`src/rtl/inst_fetch_unit.sv`:
```
`default_nettype none
// ============================================================================
// Module  : inst_fetch_unit
// Brief   : Walks the command BRAM from START_ADDR, splits each command into
//           a header beat and up to four-word operand beats on a ready/valid
//           output, and stops on FLUSH_OP or at MEM_DEPTH.
// Revision: 1.0 - initial release
// ============================================================================
module inst_fetch_unit #(
   parameter int unsigned START_ADDR = 0,
   parameter int unsigned MEM_DEPTH  = 50,
   parameter logic [7:0]  FLUSH_OP   = 8'h05
) (
   input  logic         clk,
   input  logic         rst,
   input  logic         start,
   output logic [31:0]  addr1,
   output logic [31:0]  addr2,
   input  logic [31:0]  read0,
   input  logic [31:0]  read1,
   input  logic [31:0]  read2,
   input  logic [31:0]  read3,
   input  logic [31:0]  read4,
   output logic         out_valid,
   input  logic         out_ready,
   output logic         out_hdr,
   output logic [127:0] out_data,
   output logic [2:0]   out_nwords,
   output logic         out_last,
   output logic         busy,
   output logic         done,
   output logic         err
);

   localparam logic [31:0] C_START = 32'(START_ADDR);
   localparam logic [31:0] C_DEPTH = 32'(MEM_DEPTH);

   typedef enum logic [1:0] {
      S_IDLE = 2'd0,
      S_HDR  = 2'd1,
      S_OPS  = 2'd2,
      S_DONE = 2'd3
   } state_t;

   state_t        state;
   state_t        state_nxt;
   logic [31:0]   pc;
   logic [31:0]   pc_nxt;
   logic [7:0]    rem;
   logic [7:0]    rem_nxt;
   logic          err_nxt;
   logic          load_en;

   logic          beat_load;
   logic          beat_hdr;
   logic          beat_last;
   logic [127:0]  beat_data;
   logic [2:0]    beat_nwords;

   logic [31:0]   ops_word [4];
   logic [31:0]   avail;
   logic [2:0]    want;
   logic [2:0]    n;
   logic [7:0]    rem_left;
   logic [31:0]   pc_ops;

   assign addr1   = pc;
   assign addr2   = pc;
   assign busy    = (state == S_HDR) || (state == S_OPS);
   assign done    = (state == S_DONE) && !out_valid;
   assign load_en = !out_valid || out_ready;

   assign ops_word[0] = read1;
   assign ops_word[1] = read2;
   assign ops_word[2] = read3;
   assign ops_word[3] = read4;

   // Words in this operand beat: bounded by what remains, the beat width and the end of memory
   assign avail    = (pc >= C_DEPTH) ? 32'd0 : (C_DEPTH - pc);
   assign want     = (rem >= 8'd4) ? 3'd4 : rem[2:0];
   assign n        = (avail < {29'd0, want}) ? avail[2:0] : want;
   assign rem_left = rem - {5'd0, n};
   assign pc_ops   = pc + {29'd0, n};

   always_comb begin
      state_nxt   = state;
      pc_nxt      = pc;
      rem_nxt     = rem;
      err_nxt     = err;
      beat_load   = 1'b0;
      beat_hdr    = 1'b0;
      beat_last   = 1'b0;
      beat_data   = '0;
      beat_nwords = 3'd0;

      case (state)
         S_IDLE, S_DONE: begin
            if (start) begin
               state_nxt = S_HDR;
               pc_nxt    = C_START;
               err_nxt   = 1'b0;
            end
         end

         S_HDR: begin
            if (load_en) begin
               if (pc >= C_DEPTH) begin
                  state_nxt = S_DONE;
               end else if (read0 == 32'd0) begin
                  pc_nxt = pc + 32'd1;
               end else begin
                  beat_load        = 1'b1;
                  beat_hdr         = 1'b1;
                  beat_nwords      = 3'd1;
                  beat_data[31:0]  = read0;
                  pc_nxt           = pc + 32'd1;
                  if (read0[31] && (read0[15:8] != 8'd0)) begin
                     state_nxt = S_OPS;
                     rem_nxt   = read0[15:8];
                     beat_last = 1'b0;
                  end else begin
                     beat_last = 1'b1;
                     if (read0[7:0] == FLUSH_OP) begin
                        state_nxt = S_DONE;
                     end
                  end
               end
            end
         end

         S_OPS: begin
            if (load_en) begin
               beat_load   = 1'b1;
               beat_nwords = n;
               pc_nxt      = pc_ops;
               rem_nxt     = rem_left;
               for (int k = 0; k < 4; k++) begin
                  if (3'(k) < n) begin
                     beat_data[32*k +: 32] = ops_word[k];
                  end
               end
               // Memory ran out before the operand count was satisfied
               if (n < want) begin
                  err_nxt   = 1'b1;
                  beat_last = 1'b1;
                  state_nxt = S_DONE;
               end else begin
                  beat_last = (rem_left == 8'd0);
                  if (rem_left == 8'd0) begin
                     state_nxt = (pc_ops >= C_DEPTH) ? S_DONE : S_HDR;
                  end
               end
            end
         end

         default: begin
            state_nxt = S_IDLE;
         end
      endcase
   end

   always_ff @(posedge clk) begin
      if (rst) begin
         state      <= S_IDLE;
         pc         <= C_START;
         rem        <= 8'd0;
         err        <= 1'b0;
         out_valid  <= 1'b0;
         out_hdr    <= 1'b0;
         out_last   <= 1'b0;
         out_data   <= '0;
         out_nwords <= 3'd0;
      end else begin
         state <= state_nxt;
         pc    <= pc_nxt;
         rem   <= rem_nxt;
         err   <= err_nxt;
         if (load_en) begin
            out_valid <= beat_load;
            if (beat_load) begin
               out_hdr    <= beat_hdr;
               out_last   <= beat_last;
               out_data   <= beat_data;
               out_nwords <= beat_nwords;
            end
         end
      end
   end

endmodule
`default_nettype wire
```
`config.mk`:
```
export PLATFORM = sky130hd
export DESIGN_NAME = inst_fetch_unit
export DESIGN_NICKNAME = d
export VERILOG_FILES = /design/src/rtl/inst_fetch_unit.sv
export SDC_FILE = /design/constraint.sdc
export NUM_CORES = 1
export LEC_CHECK = 0
export ABC_AREA = 1
export CAP_MARGIN = 20
export CORE_ASPECT_RATIO = 1.25
export CORE_MARGIN = 5
export CORE_UTILIZATION = 30
export CTS_BUF_LIST = sky130_fd_sc_hd__clkbuf_16
export DETAILED_ROUTE_END_ITERATION = 10
export MAX_ROUTING_LAYER = met4
export SLEW_MARGIN = 20
export SYNTH_ARGS = -nofsm -noshare
export SYNTH_HDL_FRONTEND = slang
export SYNTH_SLANG_ARGS = --single-unit
```
`constraint.sdc`:
```
create_clock -name clk -period 4.2 [get_ports clk]
set_input_delay 0.63 -clock clk [delete_from_list [all_inputs] [get_ports clk]]
set_output_delay 0.63 -clock clk [all_outputs]
set_load 0.1 [all_outputs]
```
Word level (Yosys, flattened, before mapping):

Index checks and enable logic that the tools add are counted.

* register bits: 177
* output and inout bits: 201
* logic and storage cells: 104

* add/sub/neg operators: 4
* order comparisons: 9
* eq/ne operators: 14
* muxes and demuxes: 51
* reductions and logical operators: 17

Operators by type and width (count)
* 2-to-1 mux 32 bit: 11
* 2-to-1 mux 96 bit: 1
* case mux 32 bit (3 select lines): 1
* >= comparator 32 x 6 -> 1 bit (second input constant): 2
* case mux 32 bit (2 select lines): 1
* 2-to-1 mux 8 bit: 5
* adder 32 x 1 -> 32 bit (second input constant): 1
* adder 32 x 3 -> 32 bit: 1
* logical NOT 32 bit: 1
* < comparator 32 x 3 -> 1 bit: 1
* subtractor 6 x 32 -> 32 bit (first input constant): 1
* 2-to-1 mux 2 bit: 10
* case mux 8 bit (2 select lines): 1
* 2-to-1 mux 1 bit: 14
* AND reduction 6 bit: 2
* inequality test 2 bit (second input constant): 5
* equality test 8 x 3 -> 1 bit (second input constant): 1
* >= comparator 8 x 3 -> 1 bit (second input constant): 1
* logical NOT 8 bit: 1
* AND reduction 4 bit: 2
* nonzero test 8 bit: 1
* subtractor 8 x 3 -> 8 bit: 1
* < comparator 1 x 3 -> 1 bit (first input constant): 2
* < comparator 2 x 3 -> 1 bit (first input constant): 2
* 18 further kinds: 26

Depth between registers and ports, before layout:

Gate-level depths: netlist of the first run.

* depth in word-level cells: 11
* gate-level depth with buffers: 39
* gate-level depth less buffers: 39

Least setup slack after synthesis of the first run:

Ideal clock, no wire load.

* path kind: reg-to-reg
* start point: reg pc[0] (netlist: addr1[0])
* end point: reg state[1]
* data arrival time: 4.899 ns
* setup slack: -0.812 ns
* cell stages (with the launch flop): 38
* clock period less this slack: 5.012 ns
* cell sequence: dfxtp_1 > ha_1 > nor2_1 > nand2_1 > nand2_1 > nand3_2 > nor2_4 > nand2_2 > inv_2 > nand2_1 > inv_1 > ha_1 > nand2_1 > nand2_1 > nand2_2 > nand3_4 > o21ai_0 > o21ai_0 > (+2 left out) > inv_1 > fa_1 > inv_1 > nand2_1 > a21oi_1 > nand2_1 > inv_1 > nand3_1 > nand2_1 > nand3_1 > nor2_1 > nand3_1 > nor2_1 > nand3_1 > nor2_1 > a21oi_1 > nor2_1 > nor2_1

* word-level cells in the longest chain between the ends: 11
* elaborated cells on any way between the ends: 21
* those cells by class: add/sub (3); order compare (4); eq/ne (3); mux (9); reduce/logical (2)

RTL lines
* start: declaration: RTL line 47 `logic [31:0] pc;`
* start signal: assignment: RTL line 175 `pc <= pc_nxt;`
* subtractor 6 x 32 -> 32 bit or >= comparator 32 x 6 -> 1 bit (tied branches): RTL line 79, 107
* 2-to-1 mux 32 bit: RTL line 79 `assign avail = (pc >= C_DEPTH) ? 32'd0 : (C_DEPTH - pc);`
* < comparator 32 x 3 -> 1 bit: RTL line 81 `assign n = (avail < {29'd0, want}) ? avail[2:0] : want;`
* 2-to-1 mux 3 bit: RTL line 81
* adder 32 x 3 -> 32 bit: RTL line 83 `assign pc_ops = pc + {29'd0, n};`
* >= comparator 32 x 6 -> 1 bit: RTL line 150 `state_nxt = (pc_ops >= C_DEPTH) ? S_DONE : S_HDR;`
* 2-to-1 mux 2 bit: RTL line 150
* 2-to-1 mux 2 bit: RTL line 149 `if (rem_left == 8'd0) begin`
* 2-to-1 mux 2 bit: RTL line 143 `if (n < want) begin`
* 2-to-1 mux 2 bit: RTL line 132 `if (load_en) begin`
* case mux 2 bit (3 select lines): RTL line 96 `case (state)`
* end signal: assignment: RTL line 174 `state <= state_nxt;`
* end: declaration: RTL line 45 `state_t state;`

Several ways; a longest one is shown, not always the timed one. The select of a mux whose other input is x is not followed.
A chain may end at the register's enable or synchronous reset.

Final worst setup path of the first run:

Same ends and word-level chain as after synthesis.

==> impl_results.md, run 1 <==
- Layout cells sized above 1: 0.181
- Number of synthesized flops with an enable pin: 0
- Routed vias/inst: 4.84
- Post-Syn Area: 9590 sq um
- CP endpoint kind: register
- Slew Viols, Final: 0
- Tmin final: around 4200 ps
- Post-synthesis register bit count: 177
- Switching share of power: 0.466
- Worst Slack Setup Final: -45.7 ps
- Unrepaired setup endpoints after global routing: true
- Initial Utilization: 0.303
- Antenna viol nets, final: 0
- Net Count, Synth: 1547
- CTS tree: yes
- WL per Instance: 18.2 um
- Cell row count: 73
- Crit path launch type: register
- Vias in the first global route: 10600
- Drt initial violations: ~550
- Asr flop ratio synth: 0
- Clock Skew: 14.4 ps
- Crit Path Max Fanout: 4
- Unique cell type count in the Yosys netlist: between 40 and 50
- CTS max path bufs: 2
- Max VDD drop: roughly 430 uV
- Worst reg2reg path depth: 35
- Failing checks: negative setup slack
- Most common cell after layout, fill and taps aside: clkdlybuf4s50_1
- Clock Sinks: 177
- Largest net degree at the start of global routing: 137
- Stages on the worst setup path: 35
- Routability cong.: about 0.94
- Crit path kind: reg -> reg
- H-tree Lvls: 4
- Synth Area per Inst: 7.02 sq um
- Tcrit/Tclk final: 1.01
- Worst Path Required: 4530 ps
- Total leakage power: between 5 and 6 nW
- Die area: 35700 sq um
- GR Overflow Total: 0
- First-pass GRT wire length: 59.5 mm
- Power per cell area: 471 nW/um^2
- Vias: 10500
- 1st-pass router iterations: 7
- Register share of total power: 0.269
- Yosys warns: 0
- Setup Viol. Count Final: 1
- Seq/Total Area, Yosys: 0.370
- Nets@finish: 1923
- Measured slew at the worst slew-check pin: 1130 ps
- IO Pins: ~370
- Max cap viols: 0
- Post-Route WL: just under 40 mm
- Cell count of the worst hold path: 2
- Clock power share: 0.239
- Antenna violations before repair: 3
- Cell mode on critical path: nor2_1
- Worst EP arrival: around 4600 ps
- Non-Filler Instances: 2170
- Comb pwr share: 0.491
- Crit path from: addr1[0]$_SDFFE_PP0P_
- Final Hold Viols: 0
- DPL Wire Length: 29.7 mm
- Clock Tree Root: clkbuf_16
- CP top delay family: simple AND/OR/NAND/NOR gates
- I/O Buffers: approximately 360
- Die X: roughly 170 um
- Min-delay src: out_nwords[2]$_SDFFE_PP0P_
- Die height: 210 um
- Area growth syn-to-layout: 55.4%
- Total track usage: 0.219
- Core Box Area: 31700 sq um
- CP peak stage delay: 370 ps
- Slew Limit Headroom: 0.247
- Placed inst area: between 10000 and 15000 sq um
- Cell count after synthesis: 1366
- Cts bufs inserted: 17
- Placed cells: 2128
- Clock transition at path regs: approximately 80 ps
- Clock latency on the worst-skew pair: 440 ps
- Buf+Inv Stages, Crit Path: 6
- DRC: 0
- Psw: ~0.0033 W
- Int Power: 0.00375 W
- Filler Cell Count: 3210
- Status: finished, violations left
- Leading cell types in the layout, fill and taps excluded: clkdlybuf4s50_1 (363), nand2_1 (355), a21oi_1 (152)
- Critical R2R Launch: addr1[0]$_SDFFE_PP0P_
- Hold crit path type: reg -> reg
- Hold buffer count at cts: 0
- Fmax: 0.236 GHz
- Post-synth top flop: dfxtp_1
- Slowest-stage cell, CP: dfxtp_4
- Final setup TNS: -45.7 ps
- Fin area: 14900 sq um
-- power by group through the flow --
stage	clock, W	combinational (W)	sequential (W)
floorplan	0	0.00171	0.00251
global placement	0	0.00335	0.00192
detailed placement	0	0.00336	0.00192
CTS	0.00172	0.00337	0.00189
global route	0.00178	0.00373	0.00190
finish	0.00168	0.00345	0.00189
-- stage by stage --
stage | setup slack (ps) | utilization | hold slack, ps | total power, W
finish | -45.7 | 0.470 | 464 | 0.00702
global route | -336 | 0.470 | 482 | 0.00741
CTS | 2.99 | 0.463 | 467 | 0.00698
detailed placement | -182 | 0.442 | 455 | 0.00528
global placement | -96.0 | 0.442 | 451 | 0.00527
floorplan | 1.83 | - | 505 | 0.00422
-- layer usage --
layer | routed length (um) | part of all wire | global-route usage | vias up
met5 | 0 | 0 | - | -
met4 | 1210 | 0.031 | 0.0711 | 0
met3 | 2880 | 0.073 | 0.0609 | 62
met2 | 20400 | 0.52 | 0.384 | 362
met1 | 15100 | 0.38 | 0.237 | 4860
li1 | - | - | - | 5226
-- state kept, by name, indices dropped and copies added, names as in the netlist --
| name | count |
|---|---|
| out_nwords | 3 |
| out_valid | 1 |
| err | 1 |
| out_last | 1 |
| out_data | 128 |
| rem | 8 |
| out_hdr | 1 |
| addr1 | 32 |
| state | 2 |
-- cells in the mapped netlist, types with 2 or more instances --
cell type / count / share of area
a21oi_1: 154 / 0.080
a21oi_2: 30 / 0.027
a22oi_1: 37 / 0.029
a31oi_1: 8 / 0.0052
a32o_1: 3 / 0.0031
buf_1: 2 / 0.00078
buf_2: 17 / 0.0089
buf_4: 38 / 0.030
buf_6: 8 / 0.0094
clkbuf_1: 45 / 0.018
dfxtp_1: 177 / 0.37
fa_1: 2 / 0.0042
ha_1: 15 / 0.020
inv_1: 86 / 0.034
inv_2: 8 / 0.0031
nand2_1: 366 / 0.14
nand2_2: 38 / 0.025
nand3_1: 65 / 0.034
nand3_2: 2 / 0.0021
nand4_1: 14 / 0.0091
nor2_1: 105 / 0.041
nor2_2: 4 / 0.0026
nor2_4: 2 / 0.0023
nor3_1: 19 / 0.0099
nor4_1: 9 / 0.0059
o21ai_0: 42 / 0.022
o21ai_2: 3 / 0.0027
o22ai_1: 13 / 0.0085
o32ai_1: 5 / 0.0046
or2_2: 2 / 0.0013
xnor2_1: 5 / 0.0046
xor2_1: 30 / 0.027
-- cells by family (layout without fill, tap and decap cells) --
logic type / after synthesis / after routing / synth area share
simple gates: 631 / 631 / 0.283
fa+ha+maj: 17 / 17 / 0.0237
compound gates: 300 / 300 / 0.188
buf+inv: 206 / 595 / 0.104
flops: 177 / 177 / 0.370
other cells: 0 / 3 / 0
xor+xnor: 35 / 35 / 0.0320
-- repair_timing --
item	4_1_cts	5_1_grt
endpoints found under the setup margin	3	12
resized for setup	16	42
setup buffers	2	5
pin swaps	7	29
-- tightest hold or removal path, delay by kind of cell (launching register included) --
family,cells,cell delay [ps]
and+or+nand+nor,1,60
DFF,1,310
AOI/OAI and AO/OA,1,50
-- cell type report --
| class | count | area, sq um | share of cell area |
|---|---|---|---|
| Clock buffer | 17 | 425 | 0.0285 |
| Clock inverter | 15 | 173 | 0.0116 |
| Multi-Input combinational cell | 983 | 5330 | 0.358 |
| Sequential cell | 177 | 3630 | 0.243 |
| Antenna cell | 3 | 7.51 | 0.000504 |
| Tap cell | 412 | 515 | 0.0346 |
| Timing Repair Buffer | 468 | 4460 | 0.299 |
| Inverter | 95 | 364 | 0.0244 |
-- path summary, 6_finish.rpt --
| check | to | slack [ps] |
|---|---|---|
| worst max-delay path | state[1]$_SDFFE_PP0P_ | -50 |
| worst min-delay path | out_nwords[2]$_SDFFE_PP0P_ | 460 |
| worst max register to register | state[1]$_SDFFE_PP0P_ | -50 |
| worst min register to register | out_nwords[2]$_SDFFE_PP0P_ | 460 |
Power figures use the tool's default switching activity.
==> run 2, diff against run 1 <==
Settings changed: SLEW_MARGIN 20 to 15.
==> results of run 2 <==
No change in the layout: final DEF, timing and power equal those of run 1.
==> variant (settings of run 2) <==
Register the output `err` once more; this adds one clock of latency there. The other outputs are not delayed to match.
--- a/src/rtl/inst_fetch_unit.sv
+++ b/src/rtl/inst_fetch_unit.sv
@@ -41,6 +41,8 @@
       S_OPS  = 2'd2,
       S_DONE = 2'd3
    } state_t;
+
+   logic err_s0;
 
    state_t        state;
    state_t        state_nxt;
@@ -86,7 +88,7 @@
       state_nxt   = state;
       pc_nxt      = pc;
       rem_nxt     = rem;
-      err_nxt     = err;
+      err_nxt     = err_s0;
       beat_load   = 1'b0;
       beat_hdr    = 1'b0;
       beat_last   = 1'b0;
@@ -164,7 +166,7 @@
          state      <= S_IDLE;
          pc         <= C_START;
          rem        <= 8'd0;
-         err        <= 1'b0;
+         err_s0     <= 1'b0;
          out_valid  <= 1'b0;
          out_hdr    <= 1'b0;
          out_last   <= 1'b0;
@@ -174,7 +176,7 @@
          state <= state_nxt;
          pc    <= pc_nxt;
          rem   <= rem_nxt;
-         err   <= err_nxt;
+         err_s0 <= err_nxt;
          if (load_en) begin
             out_valid <= beat_load;
             if (beat_load) begin
@@ -187,5 +189,9 @@
       end
    end
 
+   always_ff @(posedge clk) begin
+      err <= err_s0;
+   end
+
 endmodule
 `default_nettype wire
Check against the original RTL: no difference found for any inputs over 4 cycles, from zero or initial values and one cycle with rst high; that may be too few to reach the edited logic, so the function may still have changed.
==> variant against run 2 <==
Total power decreased by 0.66%; area after synthesis increased by 0.21%; setup slack improved by 67 ps; sequential cell count increased by 1; wire length increased by 0.27%; clock power decreased by 6%; via count increased by 1.9%; cell area about the same; cell count increased by 0.41%; fmax increased by 1.6%; critical endpoint unchanged; largest cell class unchanged.
==> variant: results (changes against run 2) <==
Run status
The flow ran to the end, and the final reports show no timing, DRC or antenna violations.

Synth
Ranked by total cell area, the synthesized netlist is headed by sky130_fd_sc_hd__dfxtp_1, sky130_fd_sc_hd__nand2_1, sky130_fd_sc_hd__a21oi_1. The net count of the mapped netlist is 1548 (+0.065%). The share of the yosys chip area belonging to registers came to 37.1% (+0.13 points). The number of flops mapped to enable cells by yosys was 0 (unchanged). The async set or reset register ratio after synthesis is 0% (unchanged). The commonest cells after synthesis are sky130_fd_sc_hd__nand2_1, sky130_fd_sc_hd__dfxtp_1, sky130_fd_sc_hd__a21oi_1. The count of different cell masters after synthesis is 44 (unchanged). The count of synthesis-stage warnings from yosys is 0 (unchanged).

Route
The wire length on met1 is 15200 µm (+0.61%). The routed length on met2 came to 20000 µm (-1.9%). The routed via count divided by cell count is 4.92 (+1.5%). The met3 wire length is 2950 µm (+2.2%). The number of optimization iterations in the first detailed-route pass came to 5 (-2). Routed signal wires occupy layers up through met4. The DRC marker count from the first detailed-route iteration came to 508 (-7.0%).

The detail-routed net length per standard cell was 18.2 µm (-0.14%).

Worst hold path
In this run the worst hold path is classified as flop to flop.

GRT
The via count of the first global-routing pass is 10736 (+1.7%). The met3 track utilization from global routing is 6.34% (+0.26 points). The routing usage on met2 is 37.4% (-1.1 points).

The global-route usage over all layers is 22.0% (+0.15 points). The first-pass GRT wire length is 59900 µm (+0.77%). The number of antenna violations at the first check in global routing was 0 (-3). The largest net degree at the start of global routing is 89 (-35%). The met1 track demand over resource in global routing is 24.2% (+0.43 points).

Clock network
The root buffer cell is sky130_fd_sc_hd__clkbuf_16. The post-CTS setup buffer count is 9 (+7). The number of buffers added by the clock tree synthesis step is 17 (unchanged). The clock-pin slew reported for the worst setup and hold paths after clock tree synthesis is 80 ps (about the same).

The number of gates resized after CTS is 23 (+7). The clock tree buffer depth is 2 (unchanged). The H-tree depth came to 4 (unchanged).

The cts-stage hold buffer count is 0 (unchanged). The clock reaches the later pin of the worst-skew pair after approximately 450 ps.

STA
The final clock skew is 12.0 ps (-2.45 ps). The slew at the pin closest to its max-slew limit is 1130 ps (+8.29 ps).

Cells and area
The antenna diode count came to 0 (-3). The net total in the final layout is 1935 (+0.62%). The fraction of layout instances using a drive strength above 1 is 18.1% (about the same). The register name with the most flops is out_data.

The flip-flop count of the largest register, all copies and words added came to 128 (unchanged).

Power and ir drop
The sequential power is between 1.5 and 2 mW. The internal power consumption is 3.71 mW (-1.1%). The clock share of power is 22.7% (-1.2 points). The leakage power came to 5.31 nW (+0.90%). The part of the power in registers came to 27.2% (+0.3 points). The peak supply drop is 0.382 mV (-12%).

Setup path
The highest fanout seen on the critical path is 4 (unchanged). The critical path's slowest cell is sky130_fd_sc_hd__dfxtp_4. The longest individual stage delay on the worst path is 360 ps.

The arrival time of the worst setup path came to 4530 ps (-50 ps).

Placed design
The placer congestion estimate is 0.941 (about the same). The HPWL after detailed placement was 30100 µm (+1.4%). The count of port buffers added during placement is 364 (unchanged).
variant: cell count changes in the layout (fill, tap and decap cells not counted), sizes merged:
cell and delta:
diode -3, clkinv +5, bufinv -1, inv -2
clkinvlp -2, dfxtp +1, buf +11
variant: kinds of logic after synthesis:
group / synth area share, %
AOI/OAI and AO/OA: 18.7
xor gates and xnor gates: 3.19
adders and majority gates: 2.37
buffers and inverters: 10.4
DFF: 37.1
and+or+nand+nor: 28.2
variant: metrics by stage:
| step | area [µm²] | hold WS [ps] | setup WS [ps] | instances | setup TNS [ps] |
|---|---|---|---|---|---|
| 6_report | 14900 | 353 | 20.9 | 2179 | 0 |
| 4_1_cts | 14700 | 356 | -42.7 | 2172 | -42.7 |
| 2_1_floorplan | 9740 | 331 | 1.83 | 1367 | 0 |
| 3_3_place_gp | 14000 | 347 | -104 | 2131 | -104 |
| 5_1_grt | 14900 | 372 | -289 | 2179 | -567 |
| 3_5_place_dp | 14000 | 343 | -186 | 2131 | -186 |
variant: path summary, 6_finish.rpt:
check / startpoint / to / slack [ps] / cells after the start
max: addr1[0] / state[1] / 20 / 35
min reg2reg: err_s0 / err / 350 / 0
min: err_s0 / err / 350 / 0
max reg2reg: addr1[0] / state[1] / 20 / 35
variant: critical path: cells and delay by family, from the launching register on:
| family | cells | cell delay, ps |
|---|---|---|
| adder cells (fa/ha/maj) | 3 | 640 |
| buffers and inverters | 8 | 850 |
| flip-flops | 1 | 360 |
| AND/OR/NAND/NOR | 21 | 1940 |
| AO/OA/AOI/OAI | 3 | 270 |
variant: final cells by class:
class | count | area, µm²
fill | 3189 | 16800
multi-input combinational | 983 | 5310
timing repair buffer | 479 | 4530
sequential | 178 | 3650
tap | 412 | 515
clock buffer | 17 | 425
inverter | 95 | 359
clock inverter | 15 | 126
